### config.mk
export PLATFORM = sky130hd
export DESIGN_NAME = exe_req_queue
export DESIGN_NICKNAME = d
export VERILOG_FILES = /design/src/rtl/exe_req_queue.sv
export SDC_FILE = /design/constraint.sdc
export NUM_CORES = 1
export LEC_CHECK = 0
export BUFFER_PORTS_ARGS = -buffer_cell sky130_fd_sc_hd__buf_2
export CAP_MARGIN = 10
export CORE_AREA = 3 3 245 247
export CTS_BUF_LIST = sky130_fd_sc_hd__clkbuf_4 sky130_fd_sc_hd__clkbuf_8
export DETAILED_ROUTE_END_ITERATION = 6
export DIE_AREA = 0 0 248 250
export PLACE_DENSITY = 0.66
export SKIP_LAST_GASP = 1
export SYNTH_ARGS = -nofsm -noshare
export SYNTH_HDL_FRONTEND = slang
export SYNTH_SLANG_ARGS = --single-unit
### constraint.sdc
create_clock -name clock -period 22 [get_ports clock]
set_clock_uncertainty 0.05 [all_clocks]
set_input_delay 3.3 -clock clock [delete_from_list [all_inputs] [get_ports clock]]
set_output_delay 3.3 -clock clock [all_outputs]
set_load 0.01 [all_outputs]
### src/rtl/exe_req_queue.sv
// exe_req_queue
// In-order request buffer between register-read and the ALU/divide execution
// unit. Holds up to DEPTH micro-ops in a circular buffer and issues the oldest
// one only when the execution unit advertises its functional unit. Waiting
// entries track branch resolution (mask bits cleared) and are killed by a
// mispredict on one of their branches or by a pipeline flush. Killed entries
// keep their slot and drain silently from the head, one bubble each.
//
// Ports
//   clock, reset                    clock; synchronous active-high reset
//   io_enq_valid / io_enq_ready     request handshake from register-read
//   io_enq_bits_fu_code/br_mask/payload   incoming request fields
//   io_fu_types                     FUs accepted this cycle (bit0 ALU, bit4 DIV)
//   io_deq_valid                    head entry issues this cycle
//   io_deq_bits_fu_code/br_mask/payload   head entry fields
//   io_brupdate_b1_resolve_mask     branches resolved this cycle
//   io_brupdate_b1_mispredict_mask  branches mispredicted this cycle
//   io_flush                        kill all held and incoming requests
//   io_count                        occupied entries, including dead ones
module exe_req_queue #(
  parameter int DEPTH     = 2,
  parameter int PAYLOAD_W = 256
) (
  input  logic                       clock,
  input  logic                       reset,
  input  logic                       io_enq_valid,
  output logic                       io_enq_ready,
  input  logic [9:0]                 io_enq_bits_fu_code,
  input  logic [19:0]                io_enq_bits_br_mask,
  input  logic [PAYLOAD_W-1:0]       io_enq_bits_payload,
  input  logic [9:0]                 io_fu_types,
  output logic                       io_deq_valid,
  output logic [9:0]                 io_deq_bits_fu_code,
  output logic [19:0]                io_deq_bits_br_mask,
  output logic [PAYLOAD_W-1:0]       io_deq_bits_payload,
  input  logic [19:0]                io_brupdate_b1_resolve_mask,
  input  logic [19:0]                io_brupdate_b1_mispredict_mask,
  input  logic                       io_flush,
  output logic [$clog2(DEPTH):0]     io_count
);

  localparam int PW = $clog2(DEPTH);
  localparam int CW = PW + 1;

  logic                 live_r    [DEPTH];
  logic [9:0]           fu_r      [DEPTH];
  logic [19:0]          mask_r    [DEPTH];
  logic [PAYLOAD_W-1:0] payload_r [DEPTH];
  logic [PW-1:0]        head_r;
  logic [PW-1:0]        tail_r;
  logic [CW-1:0]        count_r;

  logic [DEPTH-1:0]     kill_s;
  logic                 enq_fire_s;
  logic                 enq_live_s;
  logic                 head_kill_s;
  logic                 head_fu_ok_s;
  logic                 deq_fire_s;
  logic                 pop_s;

  // Per-entry kill: a flush or a mispredict on any branch in the entry's mask.
  always_comb begin
    kill_s = {DEPTH{1'b0}};
    for (int i = 0; i < DEPTH; i++) begin
      kill_s[i] = io_flush | (|(mask_r[i] & io_brupdate_b1_mispredict_mask));
    end
  end

  // Enqueue handshake; ready looks only at the registered count, so a pop in
  // the same cycle never frees a slot for the incoming request.
  always_comb begin
    io_enq_ready = (count_r < CW'(DEPTH));
    enq_fire_s   = io_enq_valid & io_enq_ready & ~reset;
    enq_live_s   = ~io_flush & ~(|(io_enq_bits_br_mask & io_brupdate_b1_mispredict_mask));
  end

  // Head decision: issue a live head whose FU is free, stall a live head whose
  // FU is busy, and silently drop a dead or just-killed head.
  always_comb begin
    head_kill_s  = kill_s[head_r];
    head_fu_ok_s = |(fu_r[head_r] & io_fu_types);
    deq_fire_s   = 1'b0;
    pop_s        = 1'b0;
    if (!reset && (count_r != {CW{1'b0}})) begin
      deq_fire_s = live_r[head_r] & ~head_kill_s & head_fu_ok_s;
      pop_s      = deq_fire_s | ~live_r[head_r] | head_kill_s;
    end else begin
      deq_fire_s = 1'b0;
      pop_s      = 1'b0;
    end
  end

  // Head-slot view for the execution unit; the mask already excludes branches
  // resolving this cycle.
  always_comb begin
    io_deq_valid        = deq_fire_s;
    io_deq_bits_fu_code = fu_r[head_r];
    io_deq_bits_br_mask = mask_r[head_r] & ~io_brupdate_b1_resolve_mask;
    io_deq_bits_payload = payload_r[head_r];
    io_count            = count_r;
  end

  // Pointers, occupancy and per-entry live flags.
  always_ff @(posedge clock) begin
    if (reset) begin
      head_r  <= {PW{1'b0}};
      tail_r  <= {PW{1'b0}};
      count_r <= {CW{1'b0}};
      for (int i = 0; i < DEPTH; i++) begin
        live_r[i] <= 1'b0;
      end
    end else begin
      for (int i = 0; i < DEPTH; i++) begin
        if (enq_fire_s && (tail_r == PW'(i))) begin
          live_r[i] <= enq_live_s;
        end else if (live_r[i] && kill_s[i]) begin
          live_r[i] <= 1'b0;
        end else begin
          live_r[i] <= live_r[i];
        end
      end
      if (enq_fire_s) begin
        tail_r <= tail_r + {{(PW-1){1'b0}}, 1'b1};
      end
      if (pop_s) begin
        head_r <= head_r + {{(PW-1){1'b0}}, 1'b1};
      end
      count_r <= count_r + CW'(enq_fire_s) - CW'(pop_s);
    end
  end

  // Entry contents; only slots under the live flag matter, so no reset here.
  always_ff @(posedge clock) begin
    for (int i = 0; i < DEPTH; i++) begin
      if (enq_fire_s && (tail_r == PW'(i))) begin
        fu_r[i]      <= io_enq_bits_fu_code;
        mask_r[i]    <= io_enq_bits_br_mask & ~io_brupdate_b1_resolve_mask;
        payload_r[i] <= io_enq_bits_payload;
      end else if (live_r[i]) begin
        mask_r[i]    <= mask_r[i] & ~io_brupdate_b1_resolve_mask;
      end else begin
        mask_r[i]    <= mask_r[i];
      end
    end
  end

endmodule

### After elaboration in Yosys (flattened, before gate mapping)

Memory sizes are Yosys's and may differ from the RTL's. A register that Yosys moved wholly into a read port is not among the register bits.
Index checks and enable logic that the tools add are counted.

* bits in registers: 4
* latch bits: 0
* memory bits (writable): 574
* ROM bits: 0
* input port bits: 340
* memories: 4

Memories
* payload_r: depth 2, bits a word 256, read ports 1, clocked after Yosys merged registers in 1, write ports 1, line 48 `logic [PAYLOAD_W-1:0] payload_r [DEPTH];`
* mask_r: depth 2, bits a word 20, read ports 3, clocked after Yosys merged registers in 1, write ports 2, line 47 `logic [19:0] mask_r [DEPTH];`
* fu_r: depth 2, bits a word 10, read ports 1, clocked after Yosys merged registers in 1, write ports 1, line 46 `logic [9:0] fu_r [DEPTH];`
* live_r: depth 2, bits a word 1, read ports 3, clocked after Yosys merged registers in 1, write ports 2, line 45 `logic live_r [DEPTH];`

* $add $sub $neg: 4
* $mul: 0
* div/mod/pow operators: 0
* order comparisons: 2
* equal/unequal tests: 0
* shifts and indexed selects: 0
* multiplexer cells: 66
* bitwise gates (word level): 34
* reduce and logical (&&, ||, !) cells: 13

Operator list (number)
* 2-to-1 mux 256 bit: 1
* OR reduction 256 bit: 1
* AND 20 bit: 7
* 2-to-1 mux 20 bit: 4
* 2-to-1 mux 1 bit: 60
* OR reduction 20 bit: 3
* NOT 20 bit: 1
* OR reduction 10 bit: 2
* bitwise OR 1 bit: 14
* AND 10 bit: 1
* 2-to-1 mux 10 bit: 1
* NOT 1 bit: 6
* AND 1 bit: 5
* logical AND 1 bit: 5
* adder 1 bit (second input constant): 2
* adder 2 x 1 -> 2 bit: 1
* < comparator 1 x 2 -> 1 bit (second input constant): 1
* < comparator 2 bit (second input constant): 1
* nonzero test 2 bit: 1
* subtractor 2 x 1 -> 2 bit: 1
* logical NOT 1 bit: 1

### Depth between registers and ports, before layout

Gate-level depths: netlist of run 1.

* word-level depth: 13
* depth in mapped cells: 12

### Least setup slack after synthesis of run 1

Ideal clock, no wire load.

* path type: input port to flip-flop
* start: input port reset
* end: memory mask_r[0][0] (enable)
* setup time: 378 ps
* data arrival time: 15952 ps
* setup slack: 5620 ps
* cell stages on the path: 5
* path buffers: 0
* cells stage by stage: nor2_1 and2_1 inv_2 nor2_1 or2_1

RTL lines
* start, declared: line 25 `input logic reset,`
* end, declared: line 47

### Final worst setup path of run 1

* start: input port io_brupdate_b1_mispredict_mask[7]
* end: output port io_deq_valid

* longest elaborated chain between the ends: 9
* elaborated cells on any way between the ends: 12

RTL lines
* start, declared: line 37 `input logic [19:0] io_brupdate_b1_mispredict_mask,`
* AND 20 bit: line 65 `kill_s[i] = io_flush | (|(mask_r[i] & io_brupdate_b1_mispredict_mask));`
* OR reduction 20 bit: line 65
* bitwise OR 1 bit: line 65
* 2-to-1 mux 1 bit (not written as such) * (2 in a row): line 80 `head_kill_s = kill_s[head_r];`
* NOT 1 bit *: line 85 `deq_fire_s = live_r[head_r] & ~head_kill_s & head_fu_ok_s;`
* AND 1 bit * (2 in a row): line 85
* 2-to-1 mux 1 bit *: line 84 `if (!reset && (count_r != {CW{1'b0}})) begin`
* end, declared: line 32 `output logic io_deq_valid,`

Every way passes the cells marked *; elsewhere a longest branch is shown, timed or not. The select of a mux whose other input is x is not followed.

==> results of run 1 <==
## final timing paths
path / to / start / depth (start not counted)
worst max-delay path: io_deq_valid / io_brupdate_b1_mispredict_mask[7] / 7
worst min-delay path: tail_r / tail_r / 2
worst max register to register: io_count[1] / flip-flop / 11
worst min register to register: tail_r / tail_r / 2
## logic make-up (layout without fill, tap and decap cells)
logic type	Yosys count	after routing	synth area share, %
flops	579	579	78.82
mux	307	307	15.50
simple gates	121	121	2.389
compound gates	66	66	2.150
buf+inv	43	815	0.8931
xor+xnor	3	3	0.1195
fa+ha+maj	2	2	0.1137
other cells	1	11	0.01705
## state kept, by name, indices dropped and copies added, names as in the netlist, named ones only
register / flops
tail_r: 1
mask_r: 40
fu_r: 20
head_r: 1
live_r: 2
payload_r: 512
io_count: 2
## synth_stat cells, types with 2 or more instances
cell	instances	share of area, %
a21oi_1	23	0.52
a222oi_1	3	0.14
a22oi_1	24	0.82
a22oi_2	5	0.28
buf_1	3	0.051
buf_2	28	0.64
clkbuf_1	8	0.14
dfxtp_1	5	0.46
edfxtp_1	574	78
ha_1	2	0.11
inv_1	2	0.034
inv_2	2	0.034
mux2_1	6	0.31
mux2_2	260	13
mux2i_1	40	1.8
nand2_1	47	0.80
nand2b_1	2	0.057
nand3_1	7	0.16
nand4_1	2	0.057
nor2_1	49	0.84
nor2b_1	2	0.057
o211ai_1	2	0.068
or2_1	3	0.085
xnor2_1	2	0.080
## routing by layer
metal | global-route usage, % | up-vias | routed length (µm)
li1 | - | 5868 | -
met1 | 20.59 | 6413 | 21790
met2 | 32.43 | 521 | 30410
met3 | 6.748 | 105 | 5474
met4 | 6.987 | 14 | 1605
met5 | 0 | - | 94
## area by class of cell
type	count	area (µm²)	share of cell area [%]
multi-input combinational	500	4482	16.04
clock inverter	40	281.5	1.008
antenna	10	25.02	0.08958
clock buffer	131	1584	5.670
inverter	4	22.52	0.08062
timing repair buffer	640	3243	11.61
sequential	579	17340	62.07
tap	765	957.2	3.426
## tightest hold or removal path, stage by stage, from the launching register on
cell,delay [ns]
dfxtp_1,0.38
xnor2_1,0.18
nor2_1,0.04
## layout by cell type (no fill, tap or decap), types with 6 or more instances in the layout
cell type,instances
nand2_1,47
clkinv_2,6
clkinv_1,23
mux2_2,260
nor2_1,48
a21oi_1,23
mux2i_1,40
edfxtp_1,574
buf_4,10
mux2_1,6
diode_2,10
buf_2,629
a22oi_1,24
clkbuf_4,35
nand3_1,7
clkbuf_8,96
## report_power, final
part	internal (mW)	switching, mW	leakage, nW	total [mW]
logic	0.331	0.391	4.24	0.722
clock network	0.494	0.423	0.977	0.918
registers	1.32	0.0520	5.33	1.37
==> qor.yml, run 1 <==
routing:
  drtAntennaViolNets: 0
  dr.pass1.iters: 5
  vias: 12920
  wl_um: 59380
  drc: 0
  drt_iter0_markers: 728
  viasPerCell: 4.841
  wire_per_inst_um: 22.25
setup_path:
  required_ns: 18.65
  crit_family: "simple AND/OR/NAND/NOR gates"
  path_class: "input pin to output pin"
  slowest_stage: "or3_1"
  critPathCaptureType: "output pin"
  crit_buf_inv: 2
  worstPathArrival_ns: 5.19
  path_common_cell: "buf_2"
  cp_max_fo: 3
  crit_chain: "buf_2, a222oi_1, nand3_1, or3_1, o22a_1, nor4_1, buf_2"
  reg2reg_slack_ns: 17.84
  start_kind: "input pin"
  max_stage_delay_ns: 0.43
cells_and_area:
  synthToLayoutAreaGrowth_pct: 27.00
  fin_util_pct: 48.33
  nFillCells: 5020
  drive_above_1_share_pct: 56.02
  final_cells: 2669
  nets: 2163
  final_cell_area_um2: 27940
place:
  port-buffer-count: 629
  numPlacedInstances: 2488
  dp_slack_ns: 13.42
  gp_congestion: 0.8904
  postPlaceCellArea_um2: 26050
  hpwl_um: 42350
sta:
  finalWorstSetupSlack_ns: 13.46
  fin_setup_tns_ns: 0
  min_period_ns: 8.540
  finalHoldViolations: 0
  post-route-period-util_pct: 38.82
  whs_ns: 0.5937
  rsz0062_at_grt: "false"
  setup_viol: 0
  max_clock_freq_mhz: 117.1
  worst_pin_slew_ns: 1.466
  relSlewSlack_pct: 2.234
  finalMaxSlewViolations: 0
cts:
  postCtsSetupRepairBufs: 0
  cts_root_buf: "clkbuf_8"
  cts_tree: "built"
  clkSinkCount: 579
  insertion_delay_ns: 0.68
  cts_buffers: 96
  htreeDepth: 3
  cts_hold_buf: 0
  clockBufferDepth: 3
  clk_pin_slew_worst_paths_ns: 0.06
  ctsResizeCount: 0
power_and_ir_drop:
  finalPower_mw: 3.009
  ir_worst_vdd_v: 0.00007098
  cellLeakagePower_nw: 10.55
  powerDensity_nw_per_um2: 107.7
synthesis:
  yosysWarnings: 0
  synthCells: 1122
  syn_area_um2: 22000
  ys_async_sr_fraction_pct: 0
  synthFlopType: "edfxtp_1"
  ys_seq_area_share_pct: 78.82
  ys_types: 45
  ys_seq_elements: 579
  syn-num-nets: 1464
  synth.avg_cell_area_um2: 19.60
  synth_edf_count: 574
die:
  dieHeight_um: 250
  initial_core_util_pct: 38.05
  boundaryPins: 630
  num_rows: 88
  dieArea_um2: 62000
  die_w_um: 248
  core_um2: 57810
global_route:
  grt_usage_pct: 18.57
  grt_pass1_wl_um: 85980
  first_global_vias: 14070
  antenna_found_initial: 19
  grt_max_degree: 170
  grt_remaining_overflow: 0
run_status:
  status: "finished clean"
flow_run:
  cap_violations: 0
min_path:
  hp-class: "flip-flop to flip-flop"
Power figures use the tool's default switching activity.
==> run 2, diff against run 1 <==
==> constraint.sdc (replaced) <==
create_clock -name clock -period 8.4 [get_ports clock]
set_clock_uncertainty 0.05 [all_clocks]
set_input_delay 1.26 -clock clock [delete_from_list [all_inputs] [get_ports clock]]
set_output_delay 1.26 -clock clock [all_outputs]
set_load 0.01 [all_outputs]
==> qor.yml, run 2 (synthesis gave the netlist of run 1 again) <==
global_route:
  grt_pass1_wl_um: 83520  # was 85980 µm
  grt_usage_pct: 18.17  # was 18.57%
  grt_remaining_overflow: 0  # unchanged
  grt_max_degree: 157  # was 170
  first_global_vias: 13910  # was 14070
  antenna_found_initial: 23  # was 19
place:
  gp_congestion: 0.8850  # was 0.8904
  numPlacedInstances: 2486  # was 2488
  dp_slack_ns: 3.599  # was 13.42 ns
  postPlaceCellArea_um2: 26040  # was 26050 µm²
  hpwl_um: 40930  # was 42350 µm
  port-buffer-count: 629  # unchanged
setup_path:
  start_kind: "flip-flop"  # was input pin
  max_stage_delay_ns: 0.91  # was 0.43 ns
  crit_chain: "buf_4, buf_4, mux2_2, buf_2"  # was buf_2, a222oi_1, nand3_1, or3_1, o22a_1, nor4_1, buf_2
  required_ns: 7.09  # was 18.65 ns
  path_class: "flip-flop to output pin"  # was input pin to output pin
  worstPathArrival_ns: 3.60  # was 5.19 ns
  worstReg2RegEnd: "mask_r[1][7]"  # was io_count[1]
  reg2reg_from: "io_count[1]"
  reg2reg_depth: 7  # was 11
  slowest_stage: "buf_4"  # was or3_1
  critPathCaptureType: "output pin"  # unchanged
  reg2reg_slack_ns: 4.49  # was 17.84 ns
  path_common_cell: "buf_4"  # was buf_2
  cp_max_fo: 78  # was 3
routing:
  vias: 12890  # was 12920
  wire_per_inst_um: 21.82  # was 22.25 µm
  drtAntennaViolNets: 0  # unchanged
  drc: 0  # unchanged
  wl_um: 58360  # was 59380 µm
  viasPerCell: 4.820  # was 4.841
  drt_iter0_markers: 665  # was 728
  dr.pass1.iters: 5  # unchanged
die:
  initial_core_util_pct: 38.05  # unchanged
  num_rows: 88  # unchanged
  die_w_um: 248  # unchanged
  dieHeight_um: 250  # unchanged
  core_um2: 57810  # unchanged
  boundaryPins: 630  # unchanged
  dieArea_um2: 62000  # unchanged
sta:
  fin_setup_tns_ns: 0  # unchanged
  worst_pin_slew_ns: 1.144  # was 1.466 ns
  post-route-period-util_pct: 58.49
  max_clock_freq_mhz: 203.6
  whs_ns: 0.5731  # was 0.5937 ns
  relSlewSlack_pct: 23.72  # was 2.234%
  min_period_ns: 4.913
  finalWorstSetupSlack_ns: 3.487  # was 13.46 ns
  setup_viol: 0  # unchanged
  finalHoldViolations: 0  # unchanged
  finalMaxSlewViolations: 0  # unchanged
  rsz0062_at_grt: "false"  # unchanged
min_path:
  hp-class: "flip-flop to flip-flop"  # unchanged
  hold_depth: 2  # unchanged
  hold_path_startpoint: "tail_r"  # unchanged
  worstHoldEndpoint: "tail_r"  # unchanged
cells_and_area:
  layout_common_cells: "buf_2, edfxtp_1, mux2_2, clkbuf_8, nor2_1"  # unchanged
  top_register: "payload_r"  # unchanged
  drive_above_1_share_pct: 55.91  # was 56.02%
  fin_util_pct: 48.41  # was 48.33%
  top_regs: "payload_r (512), mask_r (40), fu_r (20)"  # unchanged
  final_cell_area_um2: 27980  # was 27940 µm²
  nets: 2161  # was 2163
  synthToLayoutAreaGrowth_pct: 27.21  # was 27.00%
  largest_reg_flops: 512  # unchanged
  final_common_cell: "buf_2"  # unchanged
  nFillCells: 4986  # was 5020
  final_cells: 2674  # was 2669
cts:
  insertion_delay_ns: 0.68  # about the same
  cts_buffers: 96  # unchanged
  cts_tree: "built"  # unchanged
  cts_hold_buf: 0  # unchanged
  clockBufferDepth: 3  # unchanged
  clkSinkCount: 579  # unchanged
  postCtsSetupRepairBufs: 0  # unchanged
  htreeDepth: 3  # unchanged
  cts_root_buf: "clkbuf_8"  # unchanged
  ctsResizeCount: 0  # unchanged
  clk_pin_slew_worst_paths_ns: 0.05  # was 0.06 ns
power_and_ir_drop:
  powerDensity_nw_per_um2: 282.3  # was 107.7 nW/µm²
  finalPower_mw: 7.900  # was 3.009 mW
  ir_worst_vdd_v: 0.0001912  # was 0.00007098 V
  cellLeakagePower_nw: 10.57  # was 10.55 nW
run_status:
  status: "finished clean"  # unchanged
flow_run:
  cap_violations: 0  # unchanged
[run 2: changes by cell type in the layout (fill, tap and decap cells not counted), moves of 3 or more]
cell | before | now
clkbuf_4 | 35 | 28
clkinv_2 | 6 | 12
diode_2 | 10 | 15
buf_4 | 10 | 7
[run 2: how the worst max path moves through the flow]
stage / from / slack [ns] / cells past startpoint / end
final: flip-flop / 3.49 / 4 / io_deq_bits_payload[76]
after global routing: flip-flop / 3.24 / 4 / io_deq_bits_payload[109]
after CTS: flip-flop / 3.35 / 4 / io_deq_bits_payload[109]
after detailed placement: reset / 3.60 / 8 / mask_r[1][7]
after global placement: reset / 3.69 / 6 / payload_r[1][143]
after floorplan: reset / 1.79 / 5 / mask_r[0][0]
[run 2: report_power, final]
| group | internal (mW) | switching (mW) |
|---|---|---|
| Sequential | 3.45 | 0.0907 |
| Clock | 1.34 | 1.10 |
| Combinational | 0.856 | 1.06 |
[run 2: area by class of cell]
class	instances	area (µm²)	share of cell area [%]
antenna	15	37.54	0.1341
clock buffer	126	1559	5.571
clock inverter	47	350.3	1.252
inverter	4	22.52	0.08049
multi-input combinational	500	4474	15.99
sequential	579	17340	61.97
tap	765	957.2	3.421
timing repair buffer	638	3241	11.58
[run 2: critical path, delay by kind of cell, from the launching register on]
family   cells  cell delay [ns]
flops        1             0.55
buf+inv      3             1.84
mux          1             0.43
[run 2: per-layer routing]
metal / wire length [µm] / global-route usage, % / part of all wire (%)
met5: 91 / 0 / 0.16
met4: 1968 / 7.704 / 3.4
met3: 5754 / 6.887 / 9.9
met2: 29930 / 31.92 / 51
met1: 20610 / 19.42 / 35
==> run 3, diff against run 2 <==
--- a/config.mk
+++ b/config.mk
@@ -5,12 +5,13 @@
 export SDC_FILE = /design/constraint.sdc
 export NUM_CORES = 1
 export LEC_CHECK = 0
+export ABC_AREA = 1
 export BUFFER_PORTS_ARGS = -buffer_cell sky130_fd_sc_hd__buf_2
 export CAP_MARGIN = 10
-export CORE_AREA = 3 3 245 247
+export CORE_AREA = 3 3 247 249
 export CTS_BUF_LIST = sky130_fd_sc_hd__clkbuf_4 sky130_fd_sc_hd__clkbuf_8
 export DETAILED_ROUTE_END_ITERATION = 6
-export DIE_AREA = 0 0 248 250
+export DIE_AREA = 0 0 250 252
 export PLACE_DENSITY = 0.66
 export SKIP_LAST_GASP = 1
 export SYNTH_ARGS = -nofsm -noshare
==> constraint.sdc (replaced) <==
create_clock -name clock -period 5.12 [get_ports clock]
set_clock_uncertainty 0.05 [all_clocks]
set_input_delay 0.768 -clock clock [delete_from_list [all_inputs] [get_ports clock]]
set_output_delay 0.768 -clock clock [all_outputs]
set_load 0.01 [all_outputs]
==> qor.yml, run 3 <==
cells_and_area:
  synthToLayoutAreaGrowth_pct: 26.76  # was 27.21%
  nFillCells: 5330  # was 4986
  drive_above_1_share_pct: 31.14  # was 55.91%
  multiInputGateArea_um2: 4493  # was 4474 µm²
  top_regs: "payload_r (512), mask_r (40), fu_r (20)"  # unchanged
  largest_reg_flops: 512  # unchanged
  final_cell_area_um2: 28270  # was 27980 µm²
  layout_common_cells: "nand2_1, buf_2, edfxtp_1, clkbuf_8, nor2_1"  # was buf_2, edfxtp_1, mux2_2, clkbuf_8, nor2_1
  final_common_cell: "nand2_1"  # was buf_2
  final_cells: 3345  # was 2674
  nets: 2829  # was 2161
  regArea_um2: 17340  # unchanged
  top_register: "payload_r"  # unchanged
place:
  numPlacedInstances: 3160  # was 2486
  gp_congestion: 0.9104  # was 0.8850
  hpwl_um: 41830  # was 40930 µm
  port-buffer-count: 629  # unchanged
  postPlaceCellArea_um2: 26320  # was 26040 µm²
synthesis:
  synth_edf_count: 574  # unchanged
  ys_types: 26  # was 45
  synth_top_area_share_pct: 77.30  # was 78.36%
  ys_async_sr_fraction_pct: 0  # unchanged
  syn-num-nets: 2162  # was 1464
  ys_seq_area_share_pct: 77.75  # was 78.82%
  synth_area_leaders: "edfxtp_1, nand2_1, o21ai_0"  # was edfxtp_1, mux2_2, mux2i_1
  synth.avg_cell_area_um2: 12.25  # was 19.60 µm²
  ys_seq_elements: 579  # unchanged
  yosysWarnings: 0  # unchanged
  synthFlopType: "edfxtp_1"  # unchanged
  yosys-top-cells-count: "nand2_1, edfxtp_1, o21ai_0"  # was edfxtp_1, mux2_2, nor2_1
  synth_area_leader_cell: "edfxtp_1"  # unchanged
  post-synth-top-count-cell: "nand2_1"  # was edfxtp_1
  syn_area_um2: 22300  # was 22000 µm²
  synthCells: 1820  # was 1122
sta:
  whs_ns: 0.2304  # was 0.5731 ns
  worst_pin_slew_ns: 1.036  # was 1.144 ns
  post-route-period-util_pct: 78.22
  min_period_ns: 4.005
  finalMaxSlewViolations: 0  # unchanged
  fin_setup_tns_ns: 0  # unchanged
  max_clock_freq_mhz: 249.7
  finalHoldViolations: 0  # unchanged
  relSlewSlack_pct: 30.96  # was 23.72%
  rsz0062_at_grt: "false"  # unchanged
  setup_viol: 0  # unchanged
routing:
  viasPerCell: 4.695  # was 4.820
  drtAntennaViolNets: 0  # unchanged
  wire_per_inst_um: 18.43  # was 21.82 µm
  drt_iter0_markers: 1161  # was 665
  drc: 0  # unchanged
  dr.pass1.iters: 7  # was 5
  vias: 15700  # was 12890
  wl_um: 61660  # was 58360 µm
cts:
  cts_hold_buf: 0  # unchanged
  cts_buffers: 97  # was 96
  postCtsSetupRepairBufs: 0  # unchanged
  clockBufferDepth: 3  # unchanged
  insertion_delay_ns: 0.67  # was 0.68 ns
  cts_root_buf: "clkbuf_8"  # unchanged
  clkSinkCount: 579  # unchanged
  cts_tree: "built"  # unchanged
  htreeDepth: 3  # unchanged
  ctsResizeCount: 0  # unchanged
  clk_pin_slew_worst_paths_ns: 0.06  # was 0.05 ns
die:
  dieArea_um2: 63000  # was 62000 µm²
  dieHeight_um: 252  # was 250 µm
  num_rows: 89  # was 88
  core_um2: 58910  # was 57810 µm²
  initial_core_util_pct: 37.85  # was 38.05%
  die_w_um: 250  # was 248 µm
  boundaryPins: 630  # unchanged
global_route:
  grt_pass1_wl_um: 90660  # was 83520 µm
  antenna_found_initial: 18  # was 23
  grt_usage_pct: 18.68  # was 18.17%
  grt_max_degree: 157  # unchanged
  grt_remaining_overflow: 0  # unchanged
  first_global_vias: 15680  # was 13910
setup_path:
  max_stage_delay_ns: 0.79  # was 0.91 ns
  worstPathArrival_ns: 3.19  # was 3.60 ns
  cp_max_fo: 156  # was 78
  start_kind: "flip-flop"  # unchanged
  path_common_cell: "nand2_1"  # was buf_4
  slowest_stage: "dfxtp_4"  # was buf_4
  required_ns: 4.30  # was 7.09 ns
  path_class: "flip-flop to output pin"  # unchanged
  crit_chain: "inv_8, nand2_1, nand3_1, nand2_1, nor2_1, nand2_1, nor2_2, nor3b_1, buf_2"  # was buf_4, buf_4, mux2_2, buf_2
  critPathCaptureType: "output pin"  # unchanged
flow_run:
  cap_violations: 0  # unchanged
power_and_ir_drop:
  powerDensity_nw_per_um2: 489.7  # was 282.3 nW/µm²
  finalPower_mw: 13.84  # was 7.900 mW
  ir_worst_vdd_v: 0.0003475  # was 0.0001912 V
  cellLeakagePower_nw: 12.15  # was 10.57 nW
min_path:
  hp-class: "input pin to flip-flop"  # was flip-flop to flip-flop
run_status:
  status: "finished clean"  # unchanged
==> run 3: metal layers <==
metal / share of wire (%) / vias up / track usage, %
met5: 0.12 / - / 0
met1: 38 / 7467 / 22.19
met2: 52 / 618 / 32.40
met4: 2.2 / 12 / 6.989
met3: 7.8 / 95 / 5.298
li1: - / 7512 / -
==> run 3: per-stage QoR <==
stage / util (%) / setup WS (ns)
global placement: 44.68 / 1.834
floorplan: - / -1.155
detailed placement: 44.68 / 1.803
CTS: 47.88 / 1.074
global route: 47.97 / 0.8851
finish: 47.98 / 1.115
==> run 3: cell type report <==
class / count / area share (%)
Timing Repair Buffer: 639 / 11.74
Multi-Input combinational cell: 1116 / 15.90
Antenna cell: 13 / 0.1151
Inverter: 54 / 0.8012
Clock inverter: 40 / 1.009
Sequential cell: 579 / 61.35
Clock buffer: 131 / 5.670
Tap cell: 773 / 3.422
==> run 3: kinds of logic (layout without fill, tap and decap cells) <==
logic type / count (synthesis) / count (layout) / synth area share, %
AOI/OAI and AO/OA: 82 / 82 / 1.997
xor gates and xnor gates: 1 / 1 / 0.03928
adders and majority gates: 2 / 2 / 0.1122
buffers and inverters: 125 / 864 / 2.250
DFF: 579 / 579 / 77.75
other: 1 / 14 / 0.01682
and+or+nand+nor: 1030 / 1030 / 17.84
==> run 3: report_power, final <==
part	switching, mW	leakage [nW]	internal [mW]
Combinational	2.71	5.83	1.29
Clock	1.80	0.988	2.18
Sequential	0.188	5.33	5.66
Total	4.70	12.2	9.14
==> run 3: worst paths after layout <==
kind                                               from  depth (start not counted)  slack, ns                to
worst max-delay path                          flip-flop                          9       1.12      io_deq_valid
worst min-delay path            io_enq_bits_payload[21]                          1       0.23  payload_r[1][21]
worst max register to register                flip-flop                         16       1.81       io_count[1]
worst min register to register              io_count[1]                          1       0.50       io_count[1]
==> run 3: worst max-delay path, delay by kind of cell (launching register included) <==
family / cells / cell delay [ns]
flip-flops: 1 / 0.79
AND/OR/NAND/NOR: 7 / 0.97
buffers and inverters: 2 / 0.63
